`src/rtl/keypad_scan.sv`:
```
// 4x4 matrix keypad scanner: walks one active-low row at a time, samples the
// synchronized columns once per row period and debounces every key on its own.
module keypad_scan #(
  parameter int SCAN_DIV       = 50000,
  parameter int DEBOUNCE_SCANS = 4
) (
  input  logic        clk,
  input  logic        rstn,
  input  logic [3:0]  col,
  output logic [3:0]  row,
  output logic [15:0] key_state,
  output logic [15:0] key_pulse
);

  localparam int DIV_W = $clog2(SCAN_DIV);
  localparam int CNT_W = $clog2(DEBOUNCE_SCANS) + 1;
  localparam logic [DIV_W-1:0] DIV_LAST = DIV_W'(SCAN_DIV - 1);
  localparam logic [CNT_W-1:0] CNT_LAST = CNT_W'(DEBOUNCE_SCANS - 1);

  logic [3:0]       col_m_q;
  logic [3:0]       col_s_q;
  logic [DIV_W-1:0] div_cnt_q, div_cnt_d;
  logic [1:0]       row_idx_q, row_idx_d;
  logic [3:0]       row_q, row_d;
  logic [CNT_W-1:0] cnt_q [16];
  logic [CNT_W-1:0] cnt_d [16];
  logic [15:0]      key_state_q, key_state_d;
  logic [15:0]      key_pulse_q, key_pulse_d;
  logic             sample;
  logic             raw;

  always_comb begin
    sample      = (div_cnt_q == DIV_LAST);
    div_cnt_d   = sample ? '0 : div_cnt_q + 1'b1;
    row_idx_d   = row_idx_q;
    row_d       = row_q;
    key_state_d = key_state_q;
    raw         = 1'b0;
    for (int k = 0; k < 16; k++) begin
      cnt_d[k] = cnt_q[k];
    end

    if (sample) begin
      row_idx_d = row_idx_q + 2'd1;
      row_d     = ~(4'b0001 << row_idx_d);
      // Only the four keys of the row currently driven low are evaluated.
      for (int k = 0; k < 16; k++) begin
        if (row_idx_q == 2'(k / 4)) begin
          raw = ~col_s_q[k % 4];
          if (raw == key_state_q[k]) begin
            cnt_d[k] = '0;
          end else if (cnt_q[k] == CNT_LAST) begin
            key_state_d[k] = ~key_state_q[k];
            cnt_d[k]       = '0;
          end else begin
            cnt_d[k] = cnt_q[k] + 1'b1;
          end
        end
      end
    end

    key_pulse_d = key_state_d & ~key_state_q;
  end

  always_ff @(posedge clk or negedge rstn) begin
    if (!rstn) begin
      col_m_q     <= 4'b1111;
      col_s_q     <= 4'b1111;
      div_cnt_q   <= '0;
      row_idx_q   <= 2'd0;
      row_q       <= 4'b1110;
      key_state_q <= '0;
      key_pulse_q <= '0;
      for (int k = 0; k < 16; k++) begin
        cnt_q[k] <= '0;
      end
    end else begin
      col_m_q     <= col;
      col_s_q     <= col_m_q;
      div_cnt_q   <= div_cnt_d;
      row_idx_q   <= row_idx_d;
      row_q       <= row_d;
      key_state_q <= key_state_d;
      key_pulse_q <= key_pulse_d;
      for (int k = 0; k < 16; k++) begin
        cnt_q[k] <= cnt_d[k];
      end
    end
  end

  assign row       = row_q;
  assign key_state = key_state_q;
  assign key_pulse = key_pulse_q;

endmodule

```
`config.mk`:
```
export PLATFORM = sky130hd
export DESIGN_NAME = keypad_scan
export DESIGN_NICKNAME = d
export VERILOG_FILES = /design/src/rtl/keypad_scan.sv
export SDC_FILE = /design/constraint.sdc
export NUM_CORES = 1
export LEC_CHECK = 0
export CORE_MARGIN = 8
export CORE_UTILIZATION = 50
export CTS_BUF_LIST = sky130_fd_sc_hd__clkbuf_16
export DETAILED_ROUTE_END_ITERATION = 7
export PLACE_DENSITY = 0.7
export SLEW_MARGIN = 10
export SYNTH_ARGS = -nofsm -noshare
export SYNTH_HDL_FRONTEND = slang
export SYNTH_SLANG_ARGS = --single-unit
export TNS_END_PERCENT = 1
```
`constraint.sdc`:
```
create_clock -name clk -period 5.25 [get_ports clk]
set_input_delay 1.05 -clock clk [delete_from_list [all_inputs] [get_ports clk]]
set_output_delay 1.05 -clock clk [all_outputs]
set_load 0.1 [all_outputs]
```
; Yosys cells after proc, flatten, opt, wreduce, memory -nomap -nowiden
; Cells that the tools add are included.
[op_classes]
bitwise_logic = 23
addsub = 18
mux = 82
shifts = 1
reduce_logical = 5
n_eq_ne = 36
[ops]
columns = cell, count
row1 = 3-bit two-way mux, 32
row2 = 3-bit by 1-bit adder with 3-bit output (second input constant), 16
row3 = 3-bit by 2-bit equality test with 1-bit output (second input constant), 16
row4 = 1-bit two-way mux, 48
row5 = 16-bit two-way mux, 2
row6 = 1-bit inverter, 20
row7 = 16-bit by 1-bit adder with 16-bit output (second input constant), 1
row8 = 16-bit bitwise AND, 1
row9 = 1-bit equality test, 16
row10 = 16-bit equality test (second input constant), 1
row11 = 16-bit inverter, 1
row12 = 2-bit AND reduction, 4
row13 = 2-bit equality test (second input constant), 2
row14 = 4-bit inverter, 1
row15 = 1-bit by 2-bit left shift with 4-bit output (first input constant), 1
row16 = 2-bit by 1-bit adder with 2-bit output (second input constant), 1
row17 = 2-bit by 1-bit equality test with 1-bit output (second input constant), 1
row18 = 2-bit zero test, 1
[totals]
reg_bits = 110
out_inout_bits = 36
elab_cells = 188
input_bits = 6

; Longest topological paths before layout
; Gate-level depths: netlist of the first run.
[logic_depth]
depth_word = 6
depth_mapped = 7
ltp_nobuf = 6

; Worst setup path after synthesis of the first run
; OpenSTA, ideal clock, no wires.
[synth_timing]
path_kind = register to register
start = register div_cnt_q[4]
end = register cnt_q[12] (netlist bit)
setup_slack_ps = 3195
period_less_slack_ps = 2055
required_time_ps = 5186
t_arrival_ps = 1991
path_stages_with_launch = 6
cell_sequence = dfrtp_1 > or4b_4 > or4_4 > buf_6 > nor4_2 > a21o_1
[synth_via]
elab_chain_len = 2
[synth_lines]
columns = item, line
row1 = from (decl), 22  ; logic [DIV_W-1:0] div_cnt_q, div_cnt_d;
row2 = from (signal assigned), 80  ; div_cnt_q <= div_cnt_d;
row3 = 16-bit equality test, 33  ; sample = (div_cnt_q == DIV_LAST);
row4 = 2-bit AND reduction (no source line), -
row5 = "to (signal, indexed assignment)", 86  ; cnt_q[k] <= cnt_d[k];
row6 = to (decl), 25  ; logic [CNT_W-1:0] cnt_q [16];
; Every way passes these cells.
; A chain may end at the register's enable or synchronous reset.

; Final worst setup path of the first run
[layout_timing]
start = register row_q[3], in the netlist row[3]
end = output row[3]
[layout_rtl]
columns = item, line
row1 = from (decl), 24  ; logic [3:0] row_q, row_d;
row2 = from (signal assigned), 82  ; row_q <= row_d;
row3 = to (decl), 10  ; output logic [3:0] row,
; No word-level cell between the ends.

==> results of run 1 <==
==> power by group through the flow <==
stage                     Combinational [mW]  Clock (mW)  Sequential, mW
after floorplan                       0.0166           0           0.871
after global placement                0.0353           0           0.877
after detailed placement              0.0351           0           0.878
after CTS                             0.0357       0.745           0.861
after global routing                  0.0404       0.774           0.862
final                                 0.0342       0.727           0.861
==> kinds of logic after synthesis <==
family / after synthesis / share of synthesized area [%]
DFF: 110 / 56.15
xor gates and xnor gates: 30 / 5.333
AOI/OAI and AO/OA: 55 / 7.110
adders and majority gates: 21 / 5.333
buffers and inverters: 37 / 3.225
and+or+nand+nor: 186 / 19.60
muxes: 16 / 3.250
==> layer usage <==
| metal | share of wire [%] | wire (um) |
|---|---|---|
| met1 | 47 | 4388 |
| met3 | 3.4 | 320 |
| met4 | 1.9 | 180 |
| met2 | 48 | 4505 |
| met5 | 0 | 0 |
==> metrics by stage <==
stage	util (%)	setup slack (ns)	hold slack [ns]
final	59.52	2.185	0.3558
after detailed placement	56.18	2.464	0.3468
after CTS	59.52	2.163	0.3571
after global placement	56.18	2.545	0.3463
after global routing	59.52	2.140	0.3605
after floorplan	-	3.195	0.3452
==> cell type report <==
type,instances,area (sq um)
inverter,22,82.58
sequential,110,2766
timing repair buffer,43,422.9
clock buffer,9,225.2
fill,795,3920
tap,133,166.4
clock inverter,7,98.84
multi-input combinational,308,2002
==> cell usage after synthesis, drive strengths merged, types with 2 or more instances <==
cell and count:
nand2 50, or4 5, o21a 20, nor3 16
o31ai 2, clkbuf 5, o21ai 24, and3 2
buf 10, dfrtp 99, or3 9, xor2 24
dfstp 11, a21o 8, nand4 7, nor2 39
mux2i 16, inv 22, nor2b 17, nor4 11
or4b 2, xnor2 6, ha 21, nand3 23
==> sequential cells by signal, indices dropped and copies added, names as in the netlist <==
signal and count:
col_m_q 4, row 4, key_pulse 16, key_state 16
col_s_q 4, cnt_q 48, row_idx_q 2, div_cnt_q 16
==> worst max-delay path by stage <==
stage / startpoint / end / depth (start not counted)
floorplan: div_cnt_q[4] / cnt_q[12] / 5
global placement: row[1] / row[1] / 1
detailed placement: div_cnt_q[0] / cnt_q[30] / 6
CTS: row[3] / row[3] / 1
global route: row[3] / row[3] / 1
finish: row[3] / row[3] / 1
==> metrics.md, run 1 <==
| Metric | Value |
|---|---|
| CP Capture Type | output pin |
| Avg WL per Cell | roughly 15 um |
| Most frequent cells in the layout | dfrtp_1 (99), nand2_1 (50), clkdlybuf4s50_1 (40) |
| GRT met3 Usage | around 2.6% |
| Final setup viols | 0 |
| Clock power share | 44.8% |
| GP Congestion | between 0.7 and 0.8 |
| Area of the die | about 13000 sq um |
| Tmin final | between 3 and 4 ns |
| Max Freq | 326.2 MHz |
| Placed inst area | roughly 5400 sq um |
| Part of the cycle the worst path needs | a little under 60% |
| Starting density of the core | 50.88% |
| NumNets Final | 521 |
| DRC | 0 |
| Setup_tns | 0 ns |
| Fin Clk Skew | ~0.0072 ns |
| Largest net degree at the start of global routing | between 60 and 70 |
| Crit-path slowest cell | clkdlybuf4s50_1 |
| Area leader, netlist | dfrtp_1 |
| Pwr/cell area | around 280 nW/um^2 |
| Worst EP arrival | between 2 and 2.5 ns |
| Sw power | 0.3412 mW |
| Comb pwr share | roughly 2.1% |
| Seq/Total Area, Yosys | between 50 and 60% |
| H-tree Lvls | 3 |
| Yosys warns | 0 |
| Most common cell after layout, fill and taps aside | dfrtp_1 |
| Die X | around 120 um |
| Reg clk slew, reported paths | about 0.070 ns |
| M2 GR Usage | 24.24% |
| Number of synthesized flops with an enable pin | 0 |
| Hold depth | 0 |
| VDD IR-drop max | 139.1 uV |
| Reg2reg start | div_cnt_q[0] |
| Max capacitance violation total | 0 |
| Vias in the first global route | between 3000 and 4000 |
| Via count | approximately 3400 |
| Synth top area cells | dfrtp_1 (50%), dfstp_2 (5.9%), ha_1 (5.3%) |
| CP top delay family | buffers and inverters |
| Core box area | slightly below 10000 sq um |
| Final WL | 9394 um |
| Post-DRT Antenna Nets | 0 |
| CP max FO | 2 |
| Antenna Cells | 0 |
| R2R Path End | cnt_q[27] |
| Post-CTS setup buffer count | 0 |
| Netlist cell types | 36 |
| Clk root buf | clkbuf_16 |
| Status | complete, no violations |
| Crit start category | flip-flop |
| Unrepaired setup endpoints after global routing | false |
| Hold path start | col_m_q[2] |
| Final instance area | ~5800 sq um |
| PortBufs | between 40 and 50 |
| Placement Rows | 36 |
| Switch share | a little over a fifth |
| Clock sink total | between 100 and 150 |
| Final Hold Vio Count | 0 |
| Antenna violations before repair | 0 |
| Share of cells above drive strength 1 | 7.615% |
| Post-synth top area share | 50.28% |
| Slew margin rel. | between 30% and 40% |
| Sequential share of power | between 50% and 60% |
| R2R Setup Slk | approximately 2.5 ns |
| Hold buffers post-CTS | 0 |
| Syn Inst Count | between 400 and 500 |
| Global routing usage on met1 | 19.22% |
| First-pass GRT wire length | 15790 um |
| TritonRoute pass-1 iters | 4 |
| Worst skew pair latency | roughly 0.35 ns |
| CTS tree | done |
| HP Class | reg -> reg |
| Detailed placement HPWL | about 6400 um |
| Main synth FF type | dfrtp_1 |
| Clock Path Buffers | 2 |
| Max-slew violations | 0 |
| Post-synth ARST share | 100.0% |
| Gr ovfl total | 0 |
| Grt peak-use layer | met2 |
| Number of synthesized register bits | 110 |
| Syn_nets | between 400 and 500 |
| Post-Syn Area | 4927 sq um |
| Mean Syn Cell Area | roughly 11 sq um |
| 1st-iter DRT viols | 242 |
| Area grow syn2layout | 16.99% |
| Post-placement cell count | just over 600 |
| CP peak stage delay | ~1.1 ns |
| Setup CP Type | reg -> out |
| Worst path cell trace | clkdlybuf4s50_1 |
| Die Y | about 120 um |
| Num ports | 42 |
| TritonCTS Buffers | 9 |
| Bufs and invs on worst path | 1 |
| Internal Power | between 1 and 1.5 mW |
| Fin cells | 632 |
| WP data required | between 4 and 5 ns |
| Worst reg2reg path depth | 6 |
| Routed vias/inst | between 5 and 6 |
| GR Util All Layers | between 10% and 20% |
| Hold EP | col_s_q[2] |
| Post-CTS sizing | 0 |
| Worst Max-Slew Pin Slew | ~1 ns |
| Total Power | roughly 1.6 mW |
| Pleak | between 2 and 3 nW |
(Power assumes the default switching activity.)
==> run 2: changes to the inputs <==
Settings changed: PLACE_DENSITY 0.7 to 0.73.
Clock period 5.25 ns to 2.5 ns, I/O delays scaled along.
==> run 2 against run 1 <==
- sequential power up 110%
- hold slack worse by 0.13 ns
- via count up 1.2%
- sequential share of layout area up 0.26 points
- clock skew about the same
- critical path depth up 3
- highest routed layer unchanged
==> metrics.md, run 2 (synthesis results as in run 1) <==
| Metric | Value |
|---|---|
| Avg WL per Cell | about 15 um |
| Vias in the first global route | ~3400 |
| Sequential share of power | between 50% and 60% |
| Setup_tns | 0 ns |
| Hold buffers post-CTS | 0 |
| Fillcell total | 806 |
| Most common cell after layout, fill and taps aside | dfrtp_1 |
| CP peak stage delay | 0.66 ns |
| Met1 WL | roughly 4300 um |
| Unrepaired setup endpoints after global routing | false |
| Worst Max-Slew Pin Slew | around 0.73 ns |
| Post-placement cell count | slightly above 600 |
| Die X | ~120 um |
| Area of the die | approximately 13000 sq um |
| Antenna violations before repair | 0 |
| Post-CTS setup buffer count | 0 |
| TritonCTS Buffers | 9 |
| H-tree Lvls | 3 |
| CP max FO | 13 |
| Part of the cycle the worst path needs | around 89% |
| Die Y | roughly 120 um |
| Bufs and invs on worst path | 0 |
| Placed inst area | around 5400 sq um |
| Largest net degree at the start of global routing | 57 |
| Area grow syn2layout | 16.35% |
| Reg with most FFs | cnt_q |
| Clock power share | between 40 and 50% |
| Clk root buf | clkbuf_16 |
| TritonRoute pass-1 iters | 4 |
| Final instance area | between 5000 and 6000 sq um |
| Antenna Cells | 0 |
| Starting density of the core | around 51% |
| Gr ovfl total | 0 |
| Clock sink total | 110 |
| Internal Power | 2.687 mW |
| Max Used Layer | met4 |
| Num ports | 42 |
| Core box area | between 9000 and 10000 sq um |
| Most frequent cells in the layout | dfrtp_1 (99), nand2_1 (50), buf_4 (40) |
| Routed vias/inst | between 5 and 6 |
| Final setup viols | 0 |
| VDD IR-drop max | around 300 uV |
| Switch share | 20.56% |
| PortBufs | 41 |
| 1st-iter DRT viols | 185 |
| Slew margin rel. | a little over 50% |
| Final WL | roughly 9600 um |
| NumNets Final | 525 |
| Worst skew pair latency | ~0.34 ns |
| GR Util All Layers | approximately 16% |
| Fin cells | ~640 |
| First-pass GRT wire length | ~17000 um |
| Setup CP Type | reg -> reg |
| CP Capture Type | flip-flop |
| Post-CTS sizing | 0 |
| Final Hold Vio Count | 0 |
| Crit start category | flip-flop |
| CP top delay family | simple AND/OR/NAND/NOR gates |
| Fin Clk Skew | around 0.0076 ns |
| Max-slew violations | 0 |
| Reg clk slew, reported paths | about 0.070 ns |
| Detailed placement HPWL | between 6000 and 7000 um |
| Met3 routed WL | roughly 430 um |
| DRC | 0 |
| Placement Rows | 36 |
| Largest register FFs | between 40 and 50 |
| Max Freq | approximately 450 MHz |
| Pleak | a little under 3 nW |
| Worst EP arrival | about 2.5 ns |
| Post-DRT Antenna Nets | 0 |
| Final core occ | about 59% |
| Sw power | 0.6955 mW |
| Worst path cell trace | or4b_4 -> or4_4 -> nor4_1 -> a21o_1 |
| Max capacitance violation total | 0 |
| Pwr/cell area | between 500 and 600 nW/um^2 |
| WP data required | ~2.8 ns |
| Clock Path Buffers | 2 |
| GP Congestion | just under 0.8 |
| Tmin final | between 2 and 2.5 ns |
| Share of cells above drive strength 1 | ~15% |
| Metal2 WL | 4649 um |
| Crit-path slowest cell | or4_4 |
| Comb pwr share | 2.3% |
| HP Class | in -> async |
| CTS tree | done |
| Via count | ~3400 |
| Status | complete, no violations |
==> run 2: cell types whose count changed in the layout (fill, tap and decap cells not counted), sizes merged <==
cell,previous run,this run
buf,3,43
clkdlybuf4s50,40,4
clkinvlp,4,3
inv,22,23
==> run 2: power by group through the flow <==
stage                     sequential (mW)  clock (mW)  combinational, mW
after floorplan                      1.83           0             0.0348
final                                1.81        1.49             0.0794
after global placement               1.84           0             0.0796
after detailed placement             1.84           0             0.0821
after CTS                            1.81        1.53             0.0829
after global routing                 1.81        1.60             0.0925
==> run 2: per-layer routing <==
| metal | track usage (%) | up-vias |
|---|---|---|
| met5 | 0 | - |
| met4 | 8.231 | 0 |
| met3 | 3.309 | 15 |
| met2 | 25.92 | 48 |
| met1 | 19.27 | 1695 |
| li1 | - | 1637 |
==> run 2: final cells by class <==
cell class	instances	area, sq um	share of cell area, %
multi-input combinational	308	2002	34.92
clock inverter	7	90.09	1.571
clock buffer	9	225.2	3.928
tap	133	166.4	2.903
inverter	22	82.58	1.440
timing repair buffer	47	400.4	6.984
sequential	110	2766	48.25
==> run 2: path summary, 6_finish.rpt <==
kind	startpoint	endpoint	slack (ns)	depth (start not counted)
max reg2reg	div_cnt_q[4]	cnt_q[45]	0.28	4
min in group clk	col_m_q[1]	col_s_q[1]	0.35	0
max	div_cnt_q[4]	cnt_q[45]	0.28	4
min	rstn	cnt_q[9]	0.22	1
max in group asynchronous	rstn	cnt_q[47]	1.63	2
min reg2reg	col_m_q[1]	col_s_q[1]	0.35	0
==> run 2: through the flow <==
stage / setup slack, ns / total power [mW] / hold WS, ns
floorplan: 0.4453 / 1.863 / 0.2044
global placement: 0.3289 / 1.923 / 0.3455
detailed placement: 0.2761 / 1.926 / 0.3473
CTS: 0.2566 / 3.421 / 0.2457
global route: 0.1946 / 3.505 / 0.2804
finish: 0.2772 / 3.383 / 0.2222
==> run 2: worst register-to-register path, stage by stage (launching register included) <==
cell     delay [ns]
dfrtp_1        0.42
or4b_4         0.61
or4_4          0.67
nor4_1         0.34
a21o_1         0.12
